## config.mk

```make
export PLATFORM = sky130hd
export DESIGN_NAME = piso_serializer
export DESIGN_NICKNAME = d
export VERILOG_FILES = /design/src/rtl/serial_pkg.sv /design/src/rtl/piso_serializer_bit_counter.sv /design/src/rtl/piso_serializer.sv
export SDC_FILE = /design/constraint.sdc
export NUM_CORES = 1
export LEC_CHECK = 0
export CAP_MARGIN = 20
export CORE_MARGIN = 2
export CORE_UTILIZATION = 50
export DETAILED_ROUTE_END_ITERATION = 10
export PLACE_DENSITY = 0.83
export SYNTH_ARGS = -nofsm -noshare
export SYNTH_HDL_FRONTEND = slang
export SYNTH_HIERARCHICAL = 1
export SYNTH_SLANG_ARGS = --single-unit
export TNS_END_PERCENT = 50
```

## constraint.sdc

```tcl
create_clock -name clk -period 3.1 [get_ports clk]
set_input_delay 0.62 -clock clk [delete_from_list [all_inputs] [get_ports clk]]
set_output_delay 0.62 -clock clk [all_outputs]
set_load 0.005 [all_outputs]
```

## src/rtl/serial_pkg.sv

```systemverilog
// rtl/serial_pkg.sv - shared state encoding and word size for the serial datapath
package serial_pkg;

    typedef enum logic {
        ST_IDLE  = 1'b0,
        ST_SHIFT = 1'b1
    } state_t;

    // Word size shared with the downstream SISO stage
    localparam int SERIAL_WIDTH = 8;

endpackage

```

## src/rtl/piso_serializer_bit_counter.sv

```systemverilog
// rtl/piso_serializer_bit_counter.sv - modulo-MOD counter with clear/enable and terminal count
module bit_counter #(
    parameter int MOD = 8,
    parameter int CW  = $clog2(MOD)
) (
    input  logic clk,
    input  logic reset,
    input  logic clear,
    input  logic enable,
    output logic tc
);

    logic [CW-1:0] count;

    assign tc = (count == CW'(MOD - 1));

    always_ff @(posedge clk) begin
        if (reset || clear) begin
            count <= '0;
        end else if (enable) begin
            count <= tc ? '0 : count + 1'b1;
        end
    end

endmodule

```

## src/rtl/piso_serializer.sv

```systemverilog
// rtl/piso_serializer.sv - parallel-in serial-out serializer with back-to-back word streaming
module piso_serializer
    import serial_pkg::*;
#(
    parameter int WIDTH      = SERIAL_WIDTH,
    parameter bit MSB_FIRST  = 1'b1,
    parameter bit IDLE_LEVEL = 1'b0
) (
    input  logic             clk,
    input  logic             reset,
    input  logic             load_valid,
    input  logic [WIDTH-1:0] load_data,
    output logic             load_ready,
    output logic             d_out,
    output logic             d_valid,
    output logic             last_bit,
    output logic             busy
);

    state_t           state;
    logic [WIDTH-1:0] sr;
    logic [WIDTH-1:0] sr_shifted;
    logic             in_shift;
    logic             tc;
    logic             handshake;
    logic             head;

    assign in_shift   = (state == ST_SHIFT);
    assign last_bit   = in_shift && tc;
    // Ready only in IDLE or on the final bit, so a new word lands with no gap
    assign load_ready = !in_shift || tc;
    assign handshake  = load_valid && load_ready;

    assign head       = MSB_FIRST ? sr[WIDTH-1] : sr[0];
    assign sr_shifted = MSB_FIRST ? {sr[WIDTH-2:0], 1'b0} : {1'b0, sr[WIDTH-1:1]};

    assign d_out   = in_shift ? head : IDLE_LEVEL;
    assign d_valid = in_shift;
    assign busy    = in_shift;

    // Held at zero in IDLE; wraps to zero on its own at the end of each word
    bit_counter #(
        .MOD (WIDTH)
    ) u_bit_counter (
        .clk    (clk),
        .reset  (reset),
        .clear  (!in_shift),
        .enable (in_shift),
        .tc     (tc)
    );

    always_ff @(posedge clk) begin
        if (reset) begin
            state <= ST_IDLE;
            sr    <= '0;
        end else if (handshake) begin
            state <= ST_SHIFT;
            sr    <= load_data;
        end else if (in_shift) begin
            sr <= sr_shifted;
            if (tc) begin
                state <= ST_IDLE;
            end
        end
    end

endmodule

```

==> impl_metrics.ini <==
[run_status]
status = complete, no violations

[timing]
final.min_clock_period_ns = 2.59
finalSetupTns_ns = 0
period_share_pct = 83.6
clock_skew_ns = 0.00351
slew_headroom_pct = 58.1
worst_pin_slew_ns = 0.627
hold-worst-slack_ns = 0.504
grt_setup_unrepaired = no
fmax_mhz = 386
layout_setup_ws_ns = 0.509
setup_viol = 0
slew_viol_final = 0
hold_viol = 0

[final_layout]
finalInstanceArea_sq_um = 832
fin_util_pct = 65.6
final_common_cell = clkdlybuf4s50_1
area_growth_pct = 25.0
fin_cells = 89
drive_above_1_share_pct = 24.3
diodes = 0
layout_common_cells = 15 x clkdlybuf4s50_1, 12 x dfxtp_1, 8 x mux2i_1
num-nets-final = 88
fill_cells = 107

[critical_path]
path_class = flip-flop to output pin
crit_path_cell_trace = ha_1 > ha_1 > nand2b_2 > clkdlybuf4s50_1
worstPathArrival_ns = 1.97
cp-start-kind = flip-flop
end_kind = output pin
crit_top_cell = ha_1
cp_slowest_cell = clkdlybuf4s50_1
required_ns = 2.48
cp_slowest_stage_delay_ns = 0.57
crit_fanout = 10

[synthesis]
synthMuxAreaShare_pct = 14.3
yosysWarnings = 6
yosys.area.top_type = dfxtp_1
syn-num-nets = 71
synth_top_family_by_area = compound AO/OA/AOI/OAI gates
synth.area.top_cells = dfxtp_1 36%, a221oi_2 16%, mux2i_1 12%, nor2_1 3.9%, ha_1 3.8%
synth_cell_types = 23
syn_avg_cell_area_sq_um = 11.5
synth_top_area_share_pct = 36.1
synth_compound_area_share_pct = 20.9
synth_xor_area_share_pct = 0
netlist_area_sq_um = 666
synth-adder-area-share_pct = 3.76
ys_seq_area_share_pct = 36.1
syn-instance-count = 58
synthSimpleGateAreaFrac_pct = 16.9
ys_ff_latch = 12

[placement]
place_congestion = 0.696
io_buffers = 15
dp_cells = 85
pre_cts_ws_ns = 0.806
place_area_sq_um = 796

[clocking]
postCtsHoldBufs = 0
cts_buffer_depth = 2
clk_latency_ns = 0.28
cts_tree = done
cts.clk_slew.worst_paths_ns = 0.08
root_buffer = clkbuf_4
clock_sinks = 12
cts_resized = 0
cts_made_buffers = 3
h-tree-depth = 1
cts_setup_buffers = 0

[power_and_ir_drop]
p_sw_uw = 94.2
ir_drop_mv = 0.289
seq_power_share_pct = 46.7
p_int_uw = 274
p_leak_nw = 0.314
power_density_mw_per_mm2 = 442
switching_share_pct = 25.6
design_power_total_uw = 368
combPwrFrac_pct = 18.8
p_clk_share_pct = 34.5

[routing]
drtPass1Iterations = 4
drc_errors = 0
num_vias = 508
post_drt_wl_per_cell_um = 12.8
drt_iter0_drc = 4
drtAntennaViolNets = 0
vias_per_cell = 5.71
wirelength_mm = 1.14

[floorplanning]
boundaryPins = 16
coreArea_sq_mm = 0.00127
start_util_pct = 52.5
die-height_um = 40.5
row_count = 13
die-area_sq_mm = 0.00164
die_w_um = 40.5

[run]
drv_cap = 0

[grt]
antenna_found_initial = 0
grt_pass1_vias = 438
grt_max_degree = 14
grt.overflow.total = 0
grt_pass1_wl_mm = 1.82
grt.total_usage_pct = 17.4

[worst_hold_path]
hold_class = flip-flop to flip-flop
## worst paths after layout
| kind | start | endpoint | slack, ns | cells past startpoint |
|---|---|---|---|---|
| max | u_bit_counter/count[0]$_SDFFE_PP0P_ | load_ready | 0.51 | 4 |
| max reg2reg | u_bit_counter/count[0]$_SDFFE_PP0P_ | sr[2]$_SDFFE_PP0P_ | 1.51 | 5 |
| min | u_bit_counter/count[1]$_SDFFE_PP0P_ | u_bit_counter/count[1]$_SDFFE_PP0P_ | 0.50 | 2 |
| min reg2reg | u_bit_counter/count[1]$_SDFFE_PP0P_ | u_bit_counter/count[1]$_SDFFE_PP0P_ | 0.50 | 2 |
## synth_stat cells
cell type,instances
nand2_8,1
nand3_1,1
a211oi_1,1
nor2_1,7
mux2_4,1
and2_1,2
buf_12,1
buf_6,1
inv_1,2
nor3_1,1
nand2_2,1
nand2b_2,1
a211oi_2,1
or3b_1,1
a21oi_2,1
nand3b_1,1
ha_1,2
dfxtp_1,12
mux2i_1,8
nand2b_1,2
a21oi_1,1
a221oi_2,7
buf_4,2
## final cells by class
| type | count | area, sq um | share of cell area [%] |
|---|---|---|---|
| inverters | 2 | 7.51 | 0.902 |
| well taps | 15 | 18.8 | 2.26 |
| repair buffers | 16 | 158 | 18.9 |
| flip-flops and latches | 12 | 240 | 28.9 |
| clock buffers | 4 | 36.3 | 4.36 |
| multi-input cells | 40 | 372 | 44.7 |
## metal layers
metal	vias to the layer above	part of all wire (%)	GRT usage, %	wire (um)
li1	246	-	-	-
met5	-	0	0	0
met4	0	2.0	7.50	23
met3	2	5.0	6.67	57
met2	14	44	27.0	503
met1	246	49	21.1	558
## sequential cells by signal, summed over array words and instances (netlist names)
signal / flops
sr: 8
u_bit_counter/count: 3
busy: 1
## power groups by stage
| stage | clock, mW | combinational [mW] | sequential [mW] |
|---|---|---|---|
| 3_5_place_dp | 0 | 0.0695 | 0.175 |
| 5_1_grt | 0.136 | 0.0751 | 0.173 |
| 3_3_place_gp | 0 | 0.0685 | 0.175 |
| 2_1_floorplan | 0 | 0.0506 | 0.173 |
| 4_1_cts | 0.131 | 0.0697 | 0.172 |
| 6_report | 0.127 | 0.0692 | 0.172 |
## logic make-up after synthesis
kind of cell               Yosys count
muxes                                9
and+or+nand+nor                     18
DFF                                 12
AOI/OAI and AO/OA                   11
buffers and inverters                6
adders and majority gates            2
## critical path: cells and delay by family (launching register included)
kind	cells	cell delay, ns
adder cells (fa/ha/maj)	2	0.37
buffers and inverters	1	0.57
flip-flops	1	0.36
AND/OR/NAND/NOR	1	0.38
Note: power is estimated with default switching activity, not from simulation.
